$ cat config.mk
export PLATFORM = sky130hd
export DESIGN_NAME = mem_arbiter_flat
export DESIGN_NICKNAME = d
export VERILOG_FILES = /design/src/rtl/mem_arbiter_pkg.sv /design/src/rtl/mem_arbiter_if.sv /design/src/rtl/mem_arbiter.sv /design/src/flat_wrapper.sv
export SDC_FILE = /design/constraint.sdc
export NUM_CORES = 1
export LEC_CHECK = 0
export ABC_AREA = 1
export CAP_MARGIN = 10
export CORE_MARGIN = 10
export CORE_UTILIZATION = 30
export DETAILED_ROUTE_END_ITERATION = 10
export PLACE_DENSITY = 0.84
export REMOVE_ABC_BUFFERS = 1
export SETUP_SLACK_MARGIN = 0.2
export SLEW_MARGIN = 20
export SYNTH_ARGS = -nofsm -noshare
export SYNTH_HDL_FRONTEND = slang
export SYNTH_SLANG_ARGS = --single-unit
$ cat constraint.sdc
create_clock -name CLOCK_50 -period 5.5 [get_ports CLOCK_50]
set_input_delay 1.1 -clock CLOCK_50 [delete_from_list [all_inputs] [get_ports CLOCK_50]]
set_output_delay 1.1 -clock CLOCK_50 [all_outputs]
set_load 0.02 [all_outputs]
$ cat src/rtl/mem_arbiter_pkg.sv
// Shared definitions for the two-master data-memory arbiter:
// ownership state encoding and default bus widths matching the processor.
package mem_arbiter_pkg;

  localparam int DATA_W_DEF   = 16;
  localparam int ADDR_W_DEF   = 8;
  localparam int MAX_LOCK_DEF = 4;

  typedef enum logic [1:0] {
    ST_IDLE = 2'd0,
    ST_OWN0 = 2'd1,
    ST_OWN1 = 2'd2
  } arb_state_e;

  function automatic arb_state_e own_state(input logic master);
    return master ? ST_OWN1 : ST_OWN0;
  endfunction

endpackage

$ cat src/rtl/mem_arbiter_if.sv
// Master-side handshakes plus the memory port of the arbiter, bundled so the
// arbiter (slave) and the masters/memory environment (master) share one view.
interface mem_arbiter_if
  import mem_arbiter_pkg::*;
#(
  parameter int DATA_W = DATA_W_DEF,
  parameter int ADDR_W = ADDR_W_DEF
);

  logic              m0_req;
  logic              m0_lock;
  logic              m0_wr;
  logic [ADDR_W-1:0] m0_addr;
  logic [DATA_W-1:0] m0_wdata;
  logic              m0_grant;
  logic              m0_rvalid;

  logic              m1_req;
  logic              m1_lock;
  logic              m1_wr;
  logic [ADDR_W-1:0] m1_addr;
  logic [DATA_W-1:0] m1_wdata;
  logic              m1_grant;
  logic              m1_rvalid;

  logic [DATA_W-1:0] rdata;
  logic [ADDR_W-1:0] mem_addr;
  logic              mem_wr;
  logic [DATA_W-1:0] mem_wdata;
  logic [DATA_W-1:0] mem_q;

  modport slave (
    input  m0_req, m0_lock, m0_wr, m0_addr, m0_wdata,
    input  m1_req, m1_lock, m1_wr, m1_addr, m1_wdata,
    input  mem_q,
    output m0_grant, m0_rvalid, m1_grant, m1_rvalid,
    output rdata, mem_addr, mem_wr, mem_wdata
  );

  modport master (
    output m0_req, m0_lock, m0_wr, m0_addr, m0_wdata,
    output m1_req, m1_lock, m1_wr, m1_addr, m1_wdata,
    output mem_q,
    input  m0_grant, m0_rvalid, m1_grant, m1_rvalid,
    input  rdata, mem_addr, mem_wr, mem_wdata
  );

endinterface

$ cat src/rtl/mem_arbiter.sv
// Two-master round-robin arbiter for the shared single-port data memory:
// registered grants, bounded optional lock, read-valid routed to the owner.
module mem_arbiter
  import mem_arbiter_pkg::*;
#(
  parameter int DATA_W   = DATA_W_DEF,
  parameter int ADDR_W   = ADDR_W_DEF,
  parameter int MAX_LOCK = MAX_LOCK_DEF
) (
  input  logic         CLOCK_50,
  input  logic         Reset,
  mem_arbiter_if.slave bus
);

  // state   | meaning
  // ST_IDLE | no owner; memory port follows master 0, never written
  // ST_OWN0 | master 0 owns the memory port
  // ST_OWN1 | master 1 owns the memory port

  localparam int CNT_W = $clog2(MAX_LOCK + 1);
  localparam logic [CNT_W-1:0] CNT_SAT  = CNT_W'(MAX_LOCK);
  localparam logic [CNT_W-1:0] CNT_LAST = CNT_W'(MAX_LOCK - 1);

  arb_state_e        state_q, state_d;
  logic              last_q, last_d;
  logic [CNT_W-1:0]  lock_cnt_q, lock_cnt_d;
  logic              rvalid0_q, rvalid1_q;
  logic              accept0, accept1;
  logic              own_req, own_lock, oth_req;
  logic [ADDR_W-1:0] sel_addr;
  logic [DATA_W-1:0] sel_wdata;

  assign accept0 = bus.m0_req & (state_q == ST_OWN0);
  assign accept1 = bus.m1_req & (state_q == ST_OWN1);

  always_comb begin
    own_req  = 1'b0;
    own_lock = 1'b0;
    oth_req  = 1'b0;
    case (state_q)
      ST_OWN0: begin
        own_req  = bus.m0_req;
        own_lock = bus.m0_lock;
        oth_req  = bus.m1_req;
      end
      ST_OWN1: begin
        own_req  = bus.m1_req;
        own_lock = bus.m1_lock;
        oth_req  = bus.m0_req;
      end
      default: ;
    endcase
  end

  // lock_cnt excludes the accept happening this cycle, so comparing against
  // MAX_LOCK-1 makes this accept the last one before a forced hand-over.
  always_comb begin
    state_d = state_q;
    case (state_q)
      ST_IDLE: begin
        if (bus.m0_req & bus.m1_req) state_d = own_state(~last_q);
        else if (bus.m0_req)         state_d = ST_OWN0;
        else if (bus.m1_req)         state_d = ST_OWN1;
      end
      ST_OWN0, ST_OWN1: begin
        if (own_req & own_lock & (~oth_req | (lock_cnt_q < CNT_LAST)))
          state_d = state_q;
        else if (oth_req)
          state_d = (state_q == ST_OWN0) ? ST_OWN1 : ST_OWN0;
        else if (own_req)
          state_d = state_q;
        else
          state_d = ST_IDLE;
      end
      default: state_d = ST_IDLE;
    endcase
  end

  always_comb begin
    lock_cnt_d = lock_cnt_q;
    if ((state_d != state_q) | ~own_req)
      lock_cnt_d = '0;
    else if ((accept0 | accept1) & (lock_cnt_q != CNT_SAT))
      lock_cnt_d = lock_cnt_q + CNT_W'(1);
  end

  always_comb begin
    last_d = last_q;
    if (state_d != state_q) begin
      if (state_d == ST_OWN0)      last_d = 1'b0;
      else if (state_d == ST_OWN1) last_d = 1'b1;
    end
  end

  always_ff @(posedge CLOCK_50) begin
    if (Reset) begin
      state_q    <= ST_IDLE;
      last_q     <= 1'b1;
      lock_cnt_q <= '0;
      rvalid0_q  <= 1'b0;
      rvalid1_q  <= 1'b0;
    end else begin
      state_q    <= state_d;
      last_q     <= last_d;
      lock_cnt_q <= lock_cnt_d;
      rvalid0_q  <= accept0 & ~bus.m0_wr;
      rvalid1_q  <= accept1 & ~bus.m1_wr;
    end
  end

  // Master 0 drives the memory port whenever master 1 is not the owner.
  always_comb begin
    sel_addr  = bus.m0_addr;
    sel_wdata = bus.m0_wdata;
    if (state_q == ST_OWN1) begin
      sel_addr  = bus.m1_addr;
      sel_wdata = bus.m1_wdata;
    end
  end

  assign bus.mem_addr  = sel_addr;
  assign bus.mem_wdata = sel_wdata;
  assign bus.mem_wr    = (accept0 & bus.m0_wr) | (accept1 & bus.m1_wr);

  assign bus.m0_grant  = (state_q == ST_OWN0);
  assign bus.m1_grant  = (state_q == ST_OWN1);
  assign bus.m0_rvalid = rvalid0_q;
  assign bus.m1_rvalid = rvalid1_q;
  assign bus.rdata     = bus.mem_q;

endmodule

$ cat src/flat_wrapper.sv
// flat-port wrapper written by rule: the top's interface ports become plain ports
module mem_arbiter_flat import mem_arbiter_pkg::*;
#(
  parameter int DATA_W   = DATA_W_DEF,
  parameter int ADDR_W   = ADDR_W_DEF,
  parameter int MAX_LOCK = MAX_LOCK_DEF
)
  (CLOCK_50, Reset, bus_m0_req, bus_m0_lock, bus_m0_wr, bus_m0_addr, bus_m0_wdata, bus_m1_req, bus_m1_lock, bus_m1_wr, bus_m1_addr, bus_m1_wdata, bus_mem_q, bus_m0_grant, bus_m0_rvalid, bus_m1_grant, bus_m1_rvalid, bus_rdata, bus_mem_addr, bus_mem_wr, bus_mem_wdata);
  mem_arbiter_if #(.DATA_W(DATA_W), .ADDR_W(ADDR_W)) bus_i ();
  input  logic CLOCK_50;
  input  logic Reset;
  input wire logic [$bits(bus_i.m0_req)-1:0] bus_m0_req;
  input wire logic [$bits(bus_i.m0_lock)-1:0] bus_m0_lock;
  input wire logic [$bits(bus_i.m0_wr)-1:0] bus_m0_wr;
  input wire logic [$bits(bus_i.m0_addr)-1:0] bus_m0_addr;
  input wire logic [$bits(bus_i.m0_wdata)-1:0] bus_m0_wdata;
  input wire logic [$bits(bus_i.m1_req)-1:0] bus_m1_req;
  input wire logic [$bits(bus_i.m1_lock)-1:0] bus_m1_lock;
  input wire logic [$bits(bus_i.m1_wr)-1:0] bus_m1_wr;
  input wire logic [$bits(bus_i.m1_addr)-1:0] bus_m1_addr;
  input wire logic [$bits(bus_i.m1_wdata)-1:0] bus_m1_wdata;
  input wire logic [$bits(bus_i.mem_q)-1:0] bus_mem_q;
  output wire logic [$bits(bus_i.m0_grant)-1:0] bus_m0_grant;
  output wire logic [$bits(bus_i.m0_rvalid)-1:0] bus_m0_rvalid;
  output wire logic [$bits(bus_i.m1_grant)-1:0] bus_m1_grant;
  output wire logic [$bits(bus_i.m1_rvalid)-1:0] bus_m1_rvalid;
  output wire logic [$bits(bus_i.rdata)-1:0] bus_rdata;
  output wire logic [$bits(bus_i.mem_addr)-1:0] bus_mem_addr;
  output wire logic [$bits(bus_i.mem_wr)-1:0] bus_mem_wr;
  output wire logic [$bits(bus_i.mem_wdata)-1:0] bus_mem_wdata;
  assign bus_i.m0_req = bus_m0_req;
  assign bus_i.m0_lock = bus_m0_lock;
  assign bus_i.m0_wr = bus_m0_wr;
  assign bus_i.m0_addr = bus_m0_addr;
  assign bus_i.m0_wdata = bus_m0_wdata;
  assign bus_i.m1_req = bus_m1_req;
  assign bus_i.m1_lock = bus_m1_lock;
  assign bus_i.m1_wr = bus_m1_wr;
  assign bus_i.m1_addr = bus_m1_addr;
  assign bus_i.m1_wdata = bus_m1_wdata;
  assign bus_i.mem_q = bus_mem_q;
  assign bus_m0_grant = bus_i.m0_grant;
  assign bus_m0_rvalid = bus_i.m0_rvalid;
  assign bus_m1_grant = bus_i.m1_grant;
  assign bus_m1_rvalid = bus_i.m1_rvalid;
  assign bus_rdata = bus_i.rdata;
  assign bus_mem_addr = bus_i.mem_addr;
  assign bus_mem_wr = bus_i.mem_wr;
  assign bus_mem_wdata = bus_i.mem_wdata;
  mem_arbiter #(.DATA_W(DATA_W), .ADDR_W(ADDR_W), .MAX_LOCK(MAX_LOCK)) u_core (.CLOCK_50(CLOCK_50), .Reset(Reset), .bus(bus_i));
endmodule
==> results of run 1 <==
## layout make-up
class / instances / area share [%]
multi-input cells: 97 / 38.1
repair buffers: 85 / 46.2
inverters: 13 / 2.65
well taps: 46 / 3.13
flip-flops and latches: 8 / 8.71
clock buffers: 3 / 1.23
## cell families (layout without fill, tap and decap cells)
group / after synthesis / in the layout / synth area share (%)
and+or+nand+nor: 61 / 61 / 29.5
buffers and inverters: 32 / 101 / 17.6
muxes: 24 / 24 / 25.9
DFF: 8 / 8 / 15.3
adders and majority gates: 7 / 7 / 8.38
AOI/OAI and AO/OA: 3 / 3 / 1.68
xor gates and xnor gates: 2 / 2 / 1.68
## sequential cells by signal (all words and copies together), names as in the netlist
register and count:
u_core.bus.m1_rvalid 1, u_core.last_q 1, u_core.state_q 2, u_core.bus.m0_rvalid 1, u_core.lock_cnt_q 3
## placed cells by master, fill, tap and decap left out, types with 3 or more instances in the layout
cell                              Yosys  layout
sky130_fd_sc_hd__dfxtp_1              8       8
sky130_fd_sc_hd__clkbuf_4             0       3
sky130_fd_sc_hd__nand3_1             12      12
sky130_fd_sc_hd__nor2_1               5       5
sky130_fd_sc_hd__ha_1                 7       7
sky130_fd_sc_hd__nand2_4              3       3
sky130_fd_sc_hd__nand2_2              8       8
sky130_fd_sc_hd__nand2_1             27      27
sky130_fd_sc_hd__mux2_2              24      24
sky130_fd_sc_hd__inv_1               13      13
sky130_fd_sc_hd__clkdlybuf4s50_1      0      84
## metal layers
metal / vias up / share of wire, % / global-route usage, %
met2: 96 / 45 / 21.0
met3: 2 / 23 / 14.2
met1: 514 / 31 / 10.5
met5: - / 0.93 / 5.00
met4: 2 / 0.025 / 1.08
li1: 568 / - / -
## report_power, final
group / internal (mW) / leakage [nW] / switching [mW]
Clock: 0.0250 / 0.0138 / 0.0202
Sequential: 0.0644 / 0.0650 / 0.00595
Combinational: 0.128 / 0.675 / 0.120
Total: 0.217 / 0.754 / 0.146
## worst max-delay path, cell delays in order
cell and delay, ns:
sky130_fd_sc_hd__clkdlybuf4s50_1 0.62, sky130_fd_sc_hd__nand3_1 0.11, sky130_fd_sc_hd__nand2_1 0.08, sky130_fd_sc_hd__clkdlybuf4s50_1 0.60
## through the flow
stage                     instances  power (mW)  area, um2  hold WS (ns)
after floorplan                 118       0.212        910         0.428
final                           252       0.363       1840         0.456
after global routing            252       0.395       1840         0.502
after detailed placement        249       0.321       1820         0.448
after CTS                       252       0.370       1840         0.463
after global placement          249       0.318       1820         0.451
## worst max-delay path by stage
stage                           end  cells past startpoint  slack (ns)              start
CTS                      bus_mem_wr                      4        1.87         bus_m0_req
floorplan           bus_mem_addr[0]                      3        2.59  u_core.state_q[0]
global route             bus_mem_wr                      4        1.83         bus_m0_req
global placement         bus_mem_wr                      4        1.87         bus_m0_req
detailed placement       bus_mem_wr                      4        1.87         bus_m0_req
finish                   bus_mem_wr                      4        1.88         bus_m0_req
==> results list, run 1 <==
* Run status: complete, no violations
* Number of antenna violations at the first check in global routing: 0
- In this run the critical register-to-register path is captured at u_core.last_q.
- Before antenna repair, the detailed router went through 4 iterations.
* Final antenna-violating net count: 0
* Post-CTS Hold Buffers: 0
- Clock latency on the worst-skew pair, taken at its later pin, is 0.25 ns.
- Counting flops and latches in the post-synthesis netlist gives 8.
- After synthesis, flip-flops and latches occupy 15.3% of the total area.
- For this design, the sink count on the clock tree is 8.
- The number of global-route vias before repair is 1348.
- Via count normalized by instance count: 4.69
- Summed over all layers, the routed wires come to 4080 um.
- Count leader, synth: sky130_fd_sc_hd__nand2_1
- Clock-pin slew was measured on the worst setup and hold paths at 0.05 ns.
- Across the whole layout, storage elements account for 160 um2.
- Adding up every negative setup slack in the final design gives 0 ns.
- Post-synthesis cell type count: 19
- Chip width: 79.0 um
- Mapped Avg Cell Area: 7.63 um2
* Wire length of the first global-routing pass: 6390 um
* Remaining routing DRC violations: 0
* Endpoint type of the worst setup path: output pin
* Area enclosed by the die boundary: 0.00624 mm2
- Post-CTS repair changed the size of 0 cells.
- Final worst-path cycle share: 65.8%
* Total count of hold-check failures in the final report: 0
- Static Leak: 0.754 nW
* Io pins: 117
* Post-synthesis instance area: 0.00104 mm2
- For flop-to-flop paths, the worst setup slack is 3.11 ns.
* Number of setup violations in the final report: 0
- In the synthesized netlist, the number of instances is 137.
- Static timing analysis puts the maximum clock frequency at 276 MHz.
- Fill cells in the final layout number 347.
- Synth top area cells: sky130_fd_sc_hd__mux2_2 (26%), sky130_fd_sc_hd__dfxtp_1 (15%), sky130_fd_sc_hd__buf_4 (12%)
- Worst slack after detailed placement: 1.87 ns
* Placer Congestion: 0.765
- CTS tree: built
- Dividing total power by cell area gives a power density of 198 mW/mm2.
- Number of standard-cell rows in the floorplan: 21
- The critical path is of the in -> out type.
- Post-CTS setup-driven buffer insertion count: 0
- Share of flip-flops with an asynchronous set or reset after synthesis: 0%
- Area added between synthesis and finish: 75.9%
* GRT Residual Overflow: 0
- Ranking of synthesized cells by instance count: sky130_fd_sc_hd__nand2_1 (27), sky130_fd_sc_hd__mux2_2 (24), sky130_fd_sc_hd__buf_4 (17)
- Clk buf depth: 2
- The worst register-to-register path begins at u_core.state_q[0].
- Hold-critical path depth: 2
- In this run the number of H-tree levels came out at 1.
* TritonCTS buffer count: 3
- Measured against its own limit, the worst slew margin works out to 76.4%.
- Setup slack of the critical path after layout: 1.88 ns
- Global routing used 12.9% of the available tracks.
- Entering global routing, the biggest net connects 30 pins.
- Worst Max-Slew Pin Slew: 0.354 ns
- Cell depth of the worst flop-to-flop path: 17
* Total of warnings raised by yosys: 0
* Maximum fanout count along the critical path: 6
- The post-route netlist has 20.4% of its cells at a drive strength greater than 1.
- In this run the clock root is driven by a sky130_fd_sc_hd__clkbuf_4.
- In this run the vertical extent of the chip is 79.0 um.
- Average wire per standard cell: 16.2 um
- Placeable core area: 0.00336 mm2
* Ant. Diodes: 0
- The synthesized design contains 0 enable-type register cells.
- Via count of the routed design: 1182
- Hold EP: u_core.last_q
- The largest total area in the synthesized netlist belongs to sky130_fd_sc_hd__mux2_2.
- In this run the worst hold path is classified as reg -> reg.
- Primary flip-flop cell chosen by synthesis mapping: sky130_fd_sc_hd__dfxtp_1
- Hold Startpoint: u_core.last_q
- For this block, the initial DRC count from the detailed router was 29.
* # Max-Cap Violations: 0
* Net count of the finished layout: 287
* Buffers added on ports: 84
* Worst Path Required: 4.40 ns
- Final core occ: 54.7%
- DP HPWL: 3590 um
- The multi-input combinational cells in the finished layout cover a total of 701 um2.
- Number of slew-limit violations in the final report: 0
* Final critical delay including setup and external delays: 3.62 ns
- IR analysis of the VDD net gives a maximum drop of 0.0830 mV.
* Initial cell density of the core: 31.1%
* Unrepaired setup endpoints after global routing: false
- Data arrives at the worst endpoint at 2.52 ns.
- STA classifies the critical path startpoint as an input port.
* Top-area cell type share of the netlist area: 25.9%
- The clock arrives with 0.00169 ns of skew.
Note: power is estimated with default switching activity, not from simulation.
==> run 2, diff against run 1 <==
Settings changed: CORE_UTILIZATION 30 to 25, PLACE_DENSITY 0.84 to 0.74.
Clock period 5.5 ns to 3 ns, I/O delays scaled along.
==> run 2 against run 1 <==
Wire length shrank 3.9%. Largest power group unchanged. Highest routed layer unchanged. Flip-flop and latch count did not move. Design area rose by 2.0%.
==> results list, run 2 (synthesized netlist as in run 1, its figures left out) <==
- The run finished with clean final reports.
- DRC violation total after the first TritonRoute iteration: 48
- Static timing analysis puts the maximum clock frequency at 372 MHz.
- TritonCTS buffer count: 3
- Final antenna-violating net count: 0
- Average wire per standard cell: 15.3 um
* Top Registers: u_core.lock_cnt_q x3, u_core.state_q x2
- The total area inside the core boundary comes to 0.00403 mm2.
- Clk buf depth: 2
- Startpoint of the worst-slack reg-to-reg timing path: u_core.state_q[0]
- The path with the worst hold slack has its endpoint at u_core.last_q.
- Final worst-path cycle share: 89.6%
- The die covers 0.00716 mm2.
- 117 I/O pins were placed.
- For the final routed database, the setup TNS stands at 0 ns.
- Headroom to the max-slew limit: 82.6%
- Static Leak: 0.764 nW
- GRT Residual Overflow: 0
- Crit path max-delay family: buffers and inverters
- Before antenna repair, the detailed router went through 4 iterations.
- Via count of the routed design: 1159
- Clock sink count: 8
- Cell depth of the worst flop-to-flop path: 18
- The net count of the finished layout is 287.
- In this run the horizontal extent of the chip is 84.6 um.
* Type of the tightest min-delay check: reg -> reg
- For this design the ratio of total power to cell area is 380 mW/mm2.
- Endpoint type of the worst setup path: output pin
- Register with the highest flop count: u_core.lock_cnt_q
- The first global-routing pass estimated 6220 um of wire.
- Hold-critical path depth: 2
* Clock Latency Late Sink: 0.22 ns
* Number of global-route vias before repair: 1285
- DP HPWL: 3460 um
* Setup clock skew after layout: 0.000530 ns
* Maximum fanout count along the critical path: 29
- After clock tree synthesis, the setup repair step added 0 buffers.
- Number of slew-limit violations in the final report: 0
- Input and output buffers added on the ports amount to 84.
- Area added between synthesis and finish: 79.4%
- # Max-Cap Violations: 0
* Number of gates resized after cts: 0
* Worst Max-Slew Pin Slew: 0.260 ns
* CP cell instances: inv_1, ha_1, buf_12, mux2_2, clkdlybuf4s50_1
- VDD sags by at most 0.165 mV.
- In this run the number of H-tree levels came out at 1.
* Share of post-route cells with drive strength above 1: 20.4%
- The largest single stage delay on the critical path is 0.62 ns.
- Once the floorplan was initialized, standard cells occupied 25.9% of the core.
- TritonCTS built the clock tree.
- Global router's overall resource usage: 10.4%
- Ant. Diodes: 0
- The layout has 399 filler cells.
- Combined area of the multi-input logic cells: 701 um2
- Worst Path Required: 2.40 ns
- Internal reg-to-reg setup slack: 0.69 ns
- The library cells used most frequently in the layout, excluding fill and tap cells, are sky130_fd_sc_hd__clkdlybuf4s50_1 (84), sky130_fd_sc_hd__nand2_1 (27), sky130_fd_sc_hd__mux2_2 (24).
* Maximum number of pins on one net before global-route repair: 30
- Hold Startpoint: u_core.last_q
- After clock tree synthesis, the clock-pin slew on the worst setup and hold paths is 0.04 ns.
- Across all hold checks on the routed design, the worst slack comes to 0.461 ns.
- Number of flip-flops in the largest register: 3
- Data arrives at the worst endpoint at 2.09 ns.
- In the routed design, unresolved DRC markers number 0.
- Number of standard-cell rows in the floorplan: 23
* Crit path launch type: register
* Wire length reported by the detailed router: 3920 um
* Via count normalized by instance count: 4.53
- Number of setup violations in the final report: 0
- Placer Congestion: 0.810
- Hold repair after CTS inserted 0 buffers.
* Most common cell after layout, fill and taps aside: sky130_fd_sc_hd__clkdlybuf4s50_1
* Unrepaired setup endpoints after global routing: false
- Die Y: 84.6 um
- Capture instance of the worst register-to-register path: u_core.last_q
* Bufs and invs on worst path: 3
* Clock root cell: sky130_fd_sc_hd__clkbuf_8
- The number of antenna violations at the first check in global routing is 0.
- Max stage delay cell, worst path: sky130_fd_sc_hd__clkdlybuf4s50_1
* Kind of critical path: reg -> out
- The sequential cells in the finished layout cover a total of 160 um2.
* Total count of hold-check failures in the final report: 0
* Final critical delay including setup and external delays: 2.69 ns
## run 2: cell counts in the layout (fill, tap and decap cells not counted)
No cell type changed its count.
## run 2: cell type report
cell class	instances	share of cell area [%]
tap	50	3.34
inverter	13	2.60
sequential	8	8.54
multi-input combinational	97	37.4
clock buffer	3	2.20
timing repair buffer	85	45.9
## run 2: metal layers
layer,track usage (%),part of all wire [%],up-vias
li1,-,-,566
met1,8.99,32,506
met2,17.5,48,83
met3,9.37,19,2
met4,1.35,0,2
met5,5.59,1.4,-
## run 2: power by group
group / switching [mW] / internal (mW)
clock: 0.0373 / 0.0865
sequential: 0.0118 / 0.119
combinational: 0.217 / 0.240
total: 0.266 / 0.446
## run 2: worst max-delay path by stage
stage / start / endpoint / slack, ns / cells after the start
finish: u_core.state_q[0] / bus_mem_wdata[10] / 0.31 / 5
global route: u_core.state_q[0] / bus_mem_wdata[10] / 0.23 / 5
CTS: u_core.state_q[0] / bus_mem_wdata[10] / 0.29 / 5
detailed placement: bus_m0_req / bus_mem_wr / 0.38 / 4
global placement: bus_m0_req / bus_mem_wr / 0.38 / 4
floorplan: u_core.state_q[0] / u_core.last_q / 0.34 / 16
## run 2: metrics by stage
stage	cell area (um2)	power, mW	setup slack, ns	util (%)	instances
6_report	1870	0.712	0.313	46.5	256
4_1_cts	1870	0.722	0.295	46.5	256
3_3_place_gp	1830	0.589	0.379	45.5	253
2_1_floorplan	910	0.388	0.335	-	118
5_1_grt	1870	0.768	0.233	46.5	256
3_5_place_dp	1830	0.593	0.384	45.5	253
## run 2: worst reg2reg max path, stage by stage (launching register included)
cell	delay, ns
sky130_fd_sc_hd__dfxtp_1	0.43
sky130_fd_sc_hd__inv_1	0.14
sky130_fd_sc_hd__ha_1	0.25
sky130_fd_sc_hd__buf_12	0.18
sky130_fd_sc_hd__nand2_2	0.10
sky130_fd_sc_hd__nand2_4	0.08
sky130_fd_sc_hd__nand2_4	0.08
sky130_fd_sc_hd__nor2_4	0.04
sky130_fd_sc_hd__nand2_1	0.07
sky130_fd_sc_hd__nand2_1	0.06
sky130_fd_sc_hd__nand2_1	0.05
sky130_fd_sc_hd__nand2_1	0.06
sky130_fd_sc_hd__nand2_1	0.10
sky130_fd_sc_hd__inv_1	0.06
sky130_fd_sc_hd__ha_1	0.29
sky130_fd_sc_hd__inv_1	0.07
sky130_fd_sc_hd__nand2_1	0.05
sky130_fd_sc_hd__nand2_1	0.05
sky130_fd_sc_hd__nand3_1	0.05
==> run 3, diff against run 2 <==
Settings changed: CORE_UTILIZATION 25 to 28, PLACE_DENSITY 0.74 to 0.79, RECOVER_POWER set to 25.
Clock period 3 ns to 2.51 ns, I/O delays scaled along.
==> run 3 against run 2 <==
Die area is 8.2% lower. First-iteration DRC count is 33% lower. Critical path depth unchanged. Sequential share of layout area fell by 0.063 points. Worst setup slack better by 0.0036 ns. Via count decreased by 3.0%. Worst hold slack improved by 0.028 ns. Sequential power up 20%. Critical endpoint is now bus_mem_wdata[5]. Largest cell class unchanged. Highest routed layer is now met4.
==> results list, run 3 (synthesized netlist as in run 1, its figures left out) <==
- In this run the remaining antenna-violating nets after routing total 0.
- Summing all non-filler instances in the final layout gives an area of 0.00190 mm2.
- Number of standard-cell rows in the floorplan: 22
- Non-Filler Instances: 256
- The endpoint identified for the worst register-to-register timing path is u_core.last_q.
* Endpoint type of the worst setup path: output pin
- In this run the worst path has a maximum fanout of 20.
- The total overflow left after global routing is 0.
- In this run the worst setup path terminates at bus_mem_wdata[5].
* Die Y: 81.1 um
- CTS saw 8 sinks.
- Worst Path Required: 2.01 ns
* Placeable core area: 0.00363 mm2
- In the global route stage, overall resource usage came out at 13.5%.
- Registers take 161 um2.
- After layout, the worst setup slack is 0.317 ns.
* Number of slew-limit violations in the final report: 0
* Register with the highest flop count: u_core.lock_cnt_q
- Placer Congestion: 0.892
- Number of flip-flops in the largest register: 3
- The worst register-to-register path has a depth of 17.
- Share of post-route cells with drive strength above 1: 24.0%
* Worst slack after detailed placement: 0.0778 ns
- The final layout contains routed wiring with a total length of 4680 um.
- Unrepaired setup endpoints after global routing: false
- In the routed layout, each cell is associated on average with a via count of 4.39.
- Initial cell density of the core: 28.8%
- Crit path launch type: register
- Summing all multi-input logic gate instances after layout gives 738 um2.
- No sink is reached through more buffers than the 2 on the longest clock path.
- On the final layout, the worst hold slack is 0.489 ns.
- In the finished design, the share of the clock period the worst path needs comes to 87.4%.
* Worst Max-Slew Pin Slew: 0.245 ns
- DP HPWL: 4180 um
- Leaving out fill and tap cells, the most frequent cell in the layout is sky130_fd_sc_hd__clkdlybuf4s50_1.
* Number of placed instances, taps included: 253
- Maximum number of pins on one net before global-route repair: 21
- Net count of the finished layout: 289
- Counting I/O delays and the setup requirement, the final critical path takes 2.19 ns.
- For this design the top-level I/O count stands at 117.
- Clock-pin slew was measured on the worst setup and hold paths at 0.04 ns.
* Launching instance or port of the critical path: u_core.state_q[0]
- Summed over all cells, the static leakage comes to 0.833 nW.
* Total count of hold-check failures in the final report: 0
- The worst pin sits at a relative slew slack of 83.6%.
- The largest registers in the layout are u_core.lock_cnt_q x3, u_core.state_q x2.
* Chip width: 81.1 um
- The routed layout has 1124 vias.
* CTS tree: built
- The design draws 0.857 mW.
- Number of global-route vias before repair: 1112
- Setup violations remaining at the end of the flow were counted as 0.
- TritonCTS buffer count: 3
* Post-placement cell area: 0.00185 mm2
* Setup clock skew after layout: 0.00222 ns
- Type of the tightest min-delay check: reg -> reg
- Startpoint of the worst-slack reg-to-reg timing path: u_core.state_q[0]
- Remaining routing DRC violations: 0
- Clock Latency Late Sink: 0.23 ns
* Post-CTS Hold Buffers: 0
- Highest ir drop seen on vdd: 0.171 mV
- The tool flagged a number of max-cap violations equal to 0.
- Ant. Diodes: 0
- Run status: complete, no violations
* Fillcell total: 364
- Worst Path Arrival: 1.69 ns
- Buffers added on ports: 84
- PwrDens: 450 mW/mm2
- Number of antenna violations at the first check in global routing: 0
* Kind of critical path: reg -> out
* Area enclosed by the die boundary: 0.00657 mm2
- DRC violation total after the first TritonRoute iteration: 32
* Average wire per standard cell: 18.3 um
- The area growth from synthesis to layout is 82.2%.
- The tree is rooted in a sky130_fd_sc_hd__clkbuf_8.
- Timing would allow up to 456 MHz.
- Wire length of the first global-routing pass: 6520 um
* Detailed-router iteration count before antenna repair: 4
- Across all register-to-register paths, the minimum setup slack is 0.44 ns.
* Leading cell types in the layout, fill and taps excluded: sky130_fd_sc_hd__clkdlybuf4s50_1 (57), sky130_fd_sc_hd__nand2_1 (27), sky130_fd_sc_hd__dlygate4sd2_1 (25)
* # H-tree levels: 1
[run 3: repair_timing]
action                                  4_1_cts  5_1_grt
resized for setup                            25       12
endpoints found under the setup margin       25       29
buffers inserted                              0        0
gates cloned                                  0        0
[run 3: metrics by stage]
step | setup TNS (ns) | utilization, %
after global routing | 0 | 52.4
after CTS | 0 | 51.1
after floorplan | -0.155 | -
after global placement | 0 | 50.8
after detailed placement | 0 | 50.8
final | 0 | 52.4
[run 3: worst min-delay path by stage]
stage | cells past startpoint | slack [ns] | to | startpoint
final | 2 | 0.49 | u_core.last_q | u_core.last_q
after global routing | 2 | 0.51 | u_core.last_q | u_core.last_q
after CTS | 2 | 0.49 | u_core.last_q | u_core.last_q
after detailed placement | 2 | 0.48 | u_core.last_q | u_core.last_q
after global placement | 2 | 0.49 | u_core.last_q | u_core.last_q
after floorplan | 2 | 0.43 | u_core.last_q | u_core.last_q
[run 3: worst max-delay path, cell delays in order, from the launching register on]
cell and delay, ns:
sky130_fd_sc_hd__dfxtp_1 0.31, sky130_fd_sc_hd__inv_2 0.13, sky130_fd_sc_hd__ha_4 0.17, sky130_fd_sc_hd__buf_12 0.16
sky130_fd_sc_hd__mux2_2 0.36, sky130_fd_sc_hd__dlygate4sd2_1 0.33
[run 3: area by class of cell]
cell class | instances | share of cell area [%]
timing repair buffer | 87 | 44.8
multi-input combinational | 97 | 38.8
sequential | 8 | 8.48
tap | 48 | 3.16
inverter | 13 | 2.56
clock buffer | 3 | 2.17
[run 3: routing by layer]
metal,global-route usage (%),vias up,routed length (um)
li1,-,576,-
met5,0,-,0
met1,10.4,502,1370
met4,2.08,0,8
met3,10.3,2,778
met2,26.4,44,2520
[run 3: power breakdown]
| group | internal (mW) | switching, mW | total [mW] |
|---|---|---|---|
| registers | 0.142 | 0.0139 | 0.156 |
| clock network | 0.103 | 0.0459 | 0.149 |
| logic | 0.275 | 0.276 | 0.551 |
| total | 0.521 | 0.336 | 0.857 |
